$ cat config.mk
export PLATFORM = sky130hd
export DESIGN_NAME = debounce_bank
export DESIGN_NICKNAME = d
export VERILOG_FILES = /design/src/rtl/debounce_bank.sv
export SDC_FILE = /design/constraint.sdc
export NUM_CORES = 1
export LEC_CHECK = 0
export BUFFER_PORTS_ARGS = -buffer_cell sky130_fd_sc_hd__buf_2
export CAP_MARGIN = 25
export CORE_UTILIZATION = 40
export CTS_BUF_LIST = sky130_fd_sc_hd__clkbuf_16
export DETAILED_ROUTE_END_ITERATION = 6
export PLACE_DENSITY = 0.53
export RECOVER_POWER = 100
export SYNTH_ARGS = -nofsm -noshare
export SYNTH_HDL_FRONTEND = slang
export SYNTH_SLANG_ARGS = --single-unit
$ cat constraint.sdc
create_clock -name clk -period 4.2 [get_ports clk]
set_input_delay 0.63 -clock clk [delete_from_list [all_inputs] [get_ports clk]]
set_output_delay 0.63 -clock clk [all_outputs]
set_load 0.05 [all_outputs]
$ cat src/rtl/debounce_bank.sv
// Multi-channel push-button debouncer: per-channel synchroniser, stability
// counter, rise/fall strobes and an optional auto-repeat press strobe.
module debounce_bank #(
    parameter int CHANNELS    = 4,
    parameter int FDIV_N      = 10,
    parameter int SYNC_STAGES = 2,
    parameter int REPEAT_N    = 8
) (
    input  logic                clk,
    input  logic                clr,
    input  logic                ena,
    input  logic [CHANNELS-1:0] rpt_en,
    input  logic [CHANNELS-1:0] in_state,
    output logic [CHANNELS-1:0] out_state,
    output logic [CHANNELS-1:0] out_rise,
    output logic [CHANNELS-1:0] out_fall,
    output logic [CHANNELS-1:0] out_press,
    output logic                any_press
);

    logic [CHANNELS-1:0] press_d;

    for (genvar i = 0; i < CHANNELS; i++) begin : g_ch
        logic [SYNC_STAGES-1:0] sync_p0;
        logic [FDIV_N-1:0]      cnt_p1;
        logic                   state_p1;
        logic                   rise_p1;
        logic                   fall_p1;
        logic [REPEAT_N-1:0]    rc_p1;
        logic                   armed_p1;
        logic                   s;
        logic                   mismatch;
        logic                   accept;
        logic                   rpt_clear;
        logic                   rpt_fire;

        // Stage 0: synchroniser, shifts every clock regardless of ena
        always_ff @(posedge clk or posedge clr) begin
            if (clr) begin
                sync_p0 <= '0;
            end else begin
                sync_p0 <= {sync_p0[SYNC_STAGES-2:0], in_state[i]};
            end
        end

        assign s         = sync_p0[SYNC_STAGES-1];
        assign mismatch  = (s != state_p1);
        assign accept    = mismatch && ena && (cnt_p1 == '1);
        // Acceptance in either direction restarts the repeat timing; a fall also
        // kills any repeat that would otherwise land on the same edge.
        assign rpt_clear = !state_p1 || !rpt_en[i] || accept;

        always_comb begin
            rpt_fire = 1'b0;
            if (!rpt_clear && ena) begin
                if (!armed_p1) begin
                    rpt_fire = (rc_p1 == '1);
                end else begin
                    rpt_fire = (rc_p1[REPEAT_N-2:0] == '1);
                end
            end
        end

        assign press_d[i] = (accept && s) || rpt_fire;

        // Stage 1: stability counter and accepted level with edge strobes
        always_ff @(posedge clk or posedge clr) begin
            if (clr) begin
                cnt_p1   <= '0;
                state_p1 <= 1'b0;
                rise_p1  <= 1'b0;
                fall_p1  <= 1'b0;
            end else begin
                rise_p1 <= 1'b0;
                fall_p1 <= 1'b0;
                if (!mismatch) begin
                    cnt_p1 <= '0;
                end else if (ena) begin
                    if (cnt_p1 == '1) begin
                        state_p1 <= s;
                        cnt_p1   <= '0;
                        rise_p1  <= s;
                        fall_p1  <= !s;
                    end else begin
                        cnt_p1 <= cnt_p1 + 1'b1;
                    end
                end
            end
        end

        always_ff @(posedge clk or posedge clr) begin
            if (clr) begin
                rc_p1    <= '0;
                armed_p1 <= 1'b0;
            end else if (rpt_clear) begin
                rc_p1    <= '0;
                armed_p1 <= 1'b0;
            end else if (ena) begin
                rc_p1 <= rc_p1 + 1'b1;
                if (rpt_fire) begin
                    armed_p1 <= 1'b1;
                end
            end
        end

        assign out_state[i] = state_p1;
        assign out_rise[i]  = rise_p1;
        assign out_fall[i]  = fall_p1;
    end

    // Stage 2: registered press strobes, aligned with out_rise
    always_ff @(posedge clk or posedge clr) begin
        if (clr) begin
            out_press <= '0;
            any_press <= 1'b0;
        end else begin
            out_press <= press_d;
            any_press <= |press_d;
        end
    end

endmodule
==> results.sh <==
export IMPL_firstDrtPassIters=4
export IMPL_synth_area_leaders="dfrtp_1 53%, nor2_1 6.1%, xor2_1 5.4%"
export IMPL_area_growth_pct=8.50
export IMPL_synth_area_leader_cell="dfrtp_1"
export IMPL_post_cts_buffers=0
export IMPL_drt_wl_total_um=8830
export IMPL_yosys_area_top_type_share_pct=53.5
export IMPL_met1_usage_pct=21.5
export IMPL_ant_nets=0
export IMPL_dieArea_um2=12300
export IMPL_antenna_found_initial=0
export IMPL_fin_crit_sh_pct=70.1
export IMPL_cpPeakStageDelay_ps=790
export IMPL_tns_ps=0
export IMPL_vias=3329
export IMPL_rrSetupSlack_ps=1530
export IMPL_cts_htree_levels=3
export IMPL_start_kind="input port"
export IMPL_synth_edf_count=0
export IMPL_required_ps=4410
export IMPL_ys_async_sr_fraction_pct=100
export IMPL_grt_max_degree=71
export IMPL_worstMarginPinSlew_ps=1720
export IMPL_finalCriticalPeriod_ps=2940
export IMPL_holdWs_ps=344
export IMPL_hold_viol_final=0
export IMPL_top_usage_layer="met2"
export IMPL_synth_most_common_cell="dfrtp_1"
export IMPL_vdd_drop_max_mv=0.351
export IMPL_cts_clk_slew_worst_paths_ps=60
export IMPL_holdCritPathClass="in2async"
export IMPL_grt_usage_pct=15.7
export IMPL_status="finished with violations"
export IMPL_fmax_mhz=340
export IMPL_route_detailed_wl_per_inst_um=13.8
export IMPL_reg2reg_depth=6
export IMPL_worstSetupPathType="in2reg"
export IMPL_clock_latency_ps=340
export IMPL_setup_violations=0
export IMPL_core_area_um2=11500
export IMPL_violations="max-capacitance violations, max-slew violations"
export IMPL_maxCapViolations=3
export IMPL_nNetsFinal=509
export IMPL_overflow=0
export IMPL_grt_first_pass_wirelength_um=15400
export IMPL_io_buffers=27
export IMPL_grt_pass1_vias=3198
export IMPL_dp_hpwl_um=6230
export IMPL_cp_max_fo=21
export IMPL_antenna_cells=0
export IMPL_cp_end_kind="flip-flop"
export IMPL_cts_sinks=101
export IMPL_cp_arrival_ps=3150
export IMPL_met3_usage_pct=4.81
export IMPL_slew_headroom_pct=-14.5
export IMPL_initial_core_util_pct=41.2
export IMPL_num_rows=39
export IMPL_ys_seq_area_share_pct=53.5
export IMPL_cts_hold_buf=0
export IMPL_cp_buffers_inverters=1
export IMPL_worst_clock_skew_ps=6.74
export IMPL_totalPowerFinal_w=0.00179
export IMPL_finalMaxSlewViolations=91
export IMPL_ys_top_cells_by_count="101 x dfrtp_1, 77 x nor2_1, 53 x nand2_1"
export IMPL_cts_buffers=9
export IMPL_rr_endpoint="g_ch[0].cnt_p1[7]"
export IMPL_vias_per_cell=5.22
export IMPL_r2r_start="g_ch[0].cnt_p1[0]"
export IMPL_cts_root_buf="clkbuf_16"
export IMPL_yosysWarnings=0
export IMPL_crit_family="simple AND/OR/NAND/NOR gates"
export IMPL_syn_nets=489
export IMPL_rsz0062_at_grt="no"
export IMPL_leakage_nw=2.17
export IMPL_synthDistinctLibCells=51
export IMPL_met2_usage_pct=24.1
export IMPL_syn_cell_area_um2=4730
export IMPL_remaining_drc_errors=0
export IMPL_clk_path_buf_depth=2
export IMPL_cts_tree="done"
export IMPL_die_w_um=111
export IMPL_drive_gt1_share_pct=5.86
export IMPL_io_pins=28
export IMPL_drt_iter0_markers=166
export IMPL_gp_congestion=0.822
export IMPL_power_density_nw_per_um2=350
export IMPL_synth_top_flop_cell="dfrtp_1"
export IMPL_crit_slowest_cell="nor4_1"
export IMPL_die_y_um=111
export IMPL_avgSynthCellArea_um2=10.1
export IMPL_path_cells="clkbuf_1, nand2_1, nor4_1, mux2i_1, or4b_1"
export IMPL_ys_ff_latch=101
export IMPL_syn_inst=470
export IMPL_ctsResizeCount=0
-- layer usage --
layer / share of wire [%] / vias to the layer above
met5: 0 / -
met4: 1.2 / 0
met3: 3.0 / 7
met2: 46 / 31
met1: 49 / 1625
li1: - / 1666
-- layout make-up --
class                      instances  area [um2]
sequential                       101        2530
clock inverter                     7        27.5
fill                            1125        6340
multi-input combinational        336        1990
inverter                          12        46.3
clock buffer                       9         225
tap                              143         179
timing repair buffer              30         129
-- metrics by stage --
stage	cells	util [%]	area, um2	setup WS (ps)
after global placement	621	42.9	4920	1690
after floorplan	470	-	4730	923
after detailed placement	622	43.1	4950	1620
after global routing	638	44.7	5130	1110
after CTS	638	45.3	5200	1970
final	638	44.7	5130	1260
-- placed cells by master, fill, tap and decap left out, types with 2 or more instances in the layout --
cell type	synthesis	final
a21oi_1	8	8
a31oi_1	6	6
and3_1	6	6
buf_2	5	9
clkbuf_1	2	19
clkbuf_16	0	9
clkinv_1	0	2
dfrtp_1	101	101
ha_1	8	8
inv_1	12	15
mux2i_1	3	3
nand2_1	53	53
nand2b_1	3	3
nand3_1	24	24
nand4_1	22	22
nor2_1	77	77
nor2b_1	2	2
nor3_1	5	5
nor4_1	2	3
o211ai_1	2	2
o21ai_0	25	25
o311ai_0	0	3
o31ai_1	4	4
o41ai_1	7	7
or3_1	4	4
xnor2_1	20	20
xor2_1	29	29
-- flip-flops by register name, indices dropped and copies added (netlist names) --
name and flops:
g_ch.cnt_p1 40, g_ch.rc_p1 32, g_ch.sync_p0 8, g_ch.armed_p1 4, g_ch.fall_p1 4, g_ch.rise_p1 4, g_ch.state_p1 4, out_press 4
any_press 1
-- report_power, final --
group	total (W)	internal [W]	switching, W
Sequential	0.000998	0.000985	0.0000131
Clock	0.000722	0.000388	0.000334
Combinational	0.0000734	0.0000204	0.0000529
-- logic make-up (layout without fill, tap and decap cells) --
logic type               after synthesis  after routing  share of synthesized area (%)
AO/OA/AOI/OAI                         66             66                           9.45
XOR/XNOR                              50             50                           9.43
adder cells (fa/ha/maj)                8              8                           2.12
buffers and inverters                 33             58                           3.87
flip-flops                           101            101                           53.5
multiplexers                           5              5                           1.11
AND/OR/NAND/NOR                      207            207                           20.5
-- how the worst max path moves through the flow --
| stage | cells past startpoint | end | startpoint |
|---|---|---|---|
| 4_1_cts | 6 | g_ch[0].cnt_p1[8] | ena |
| 3_3_place_gp | 6 | any_press | ena |
| 2_1_floorplan | 1 | any_press | clr |
| 6_report | 5 | any_press | ena |
| 3_5_place_dp | 6 | g_ch[0].cnt_p1[8] | ena |
| 5_1_grt | 5 | any_press | ena |
(Power assumes the default switching activity.)
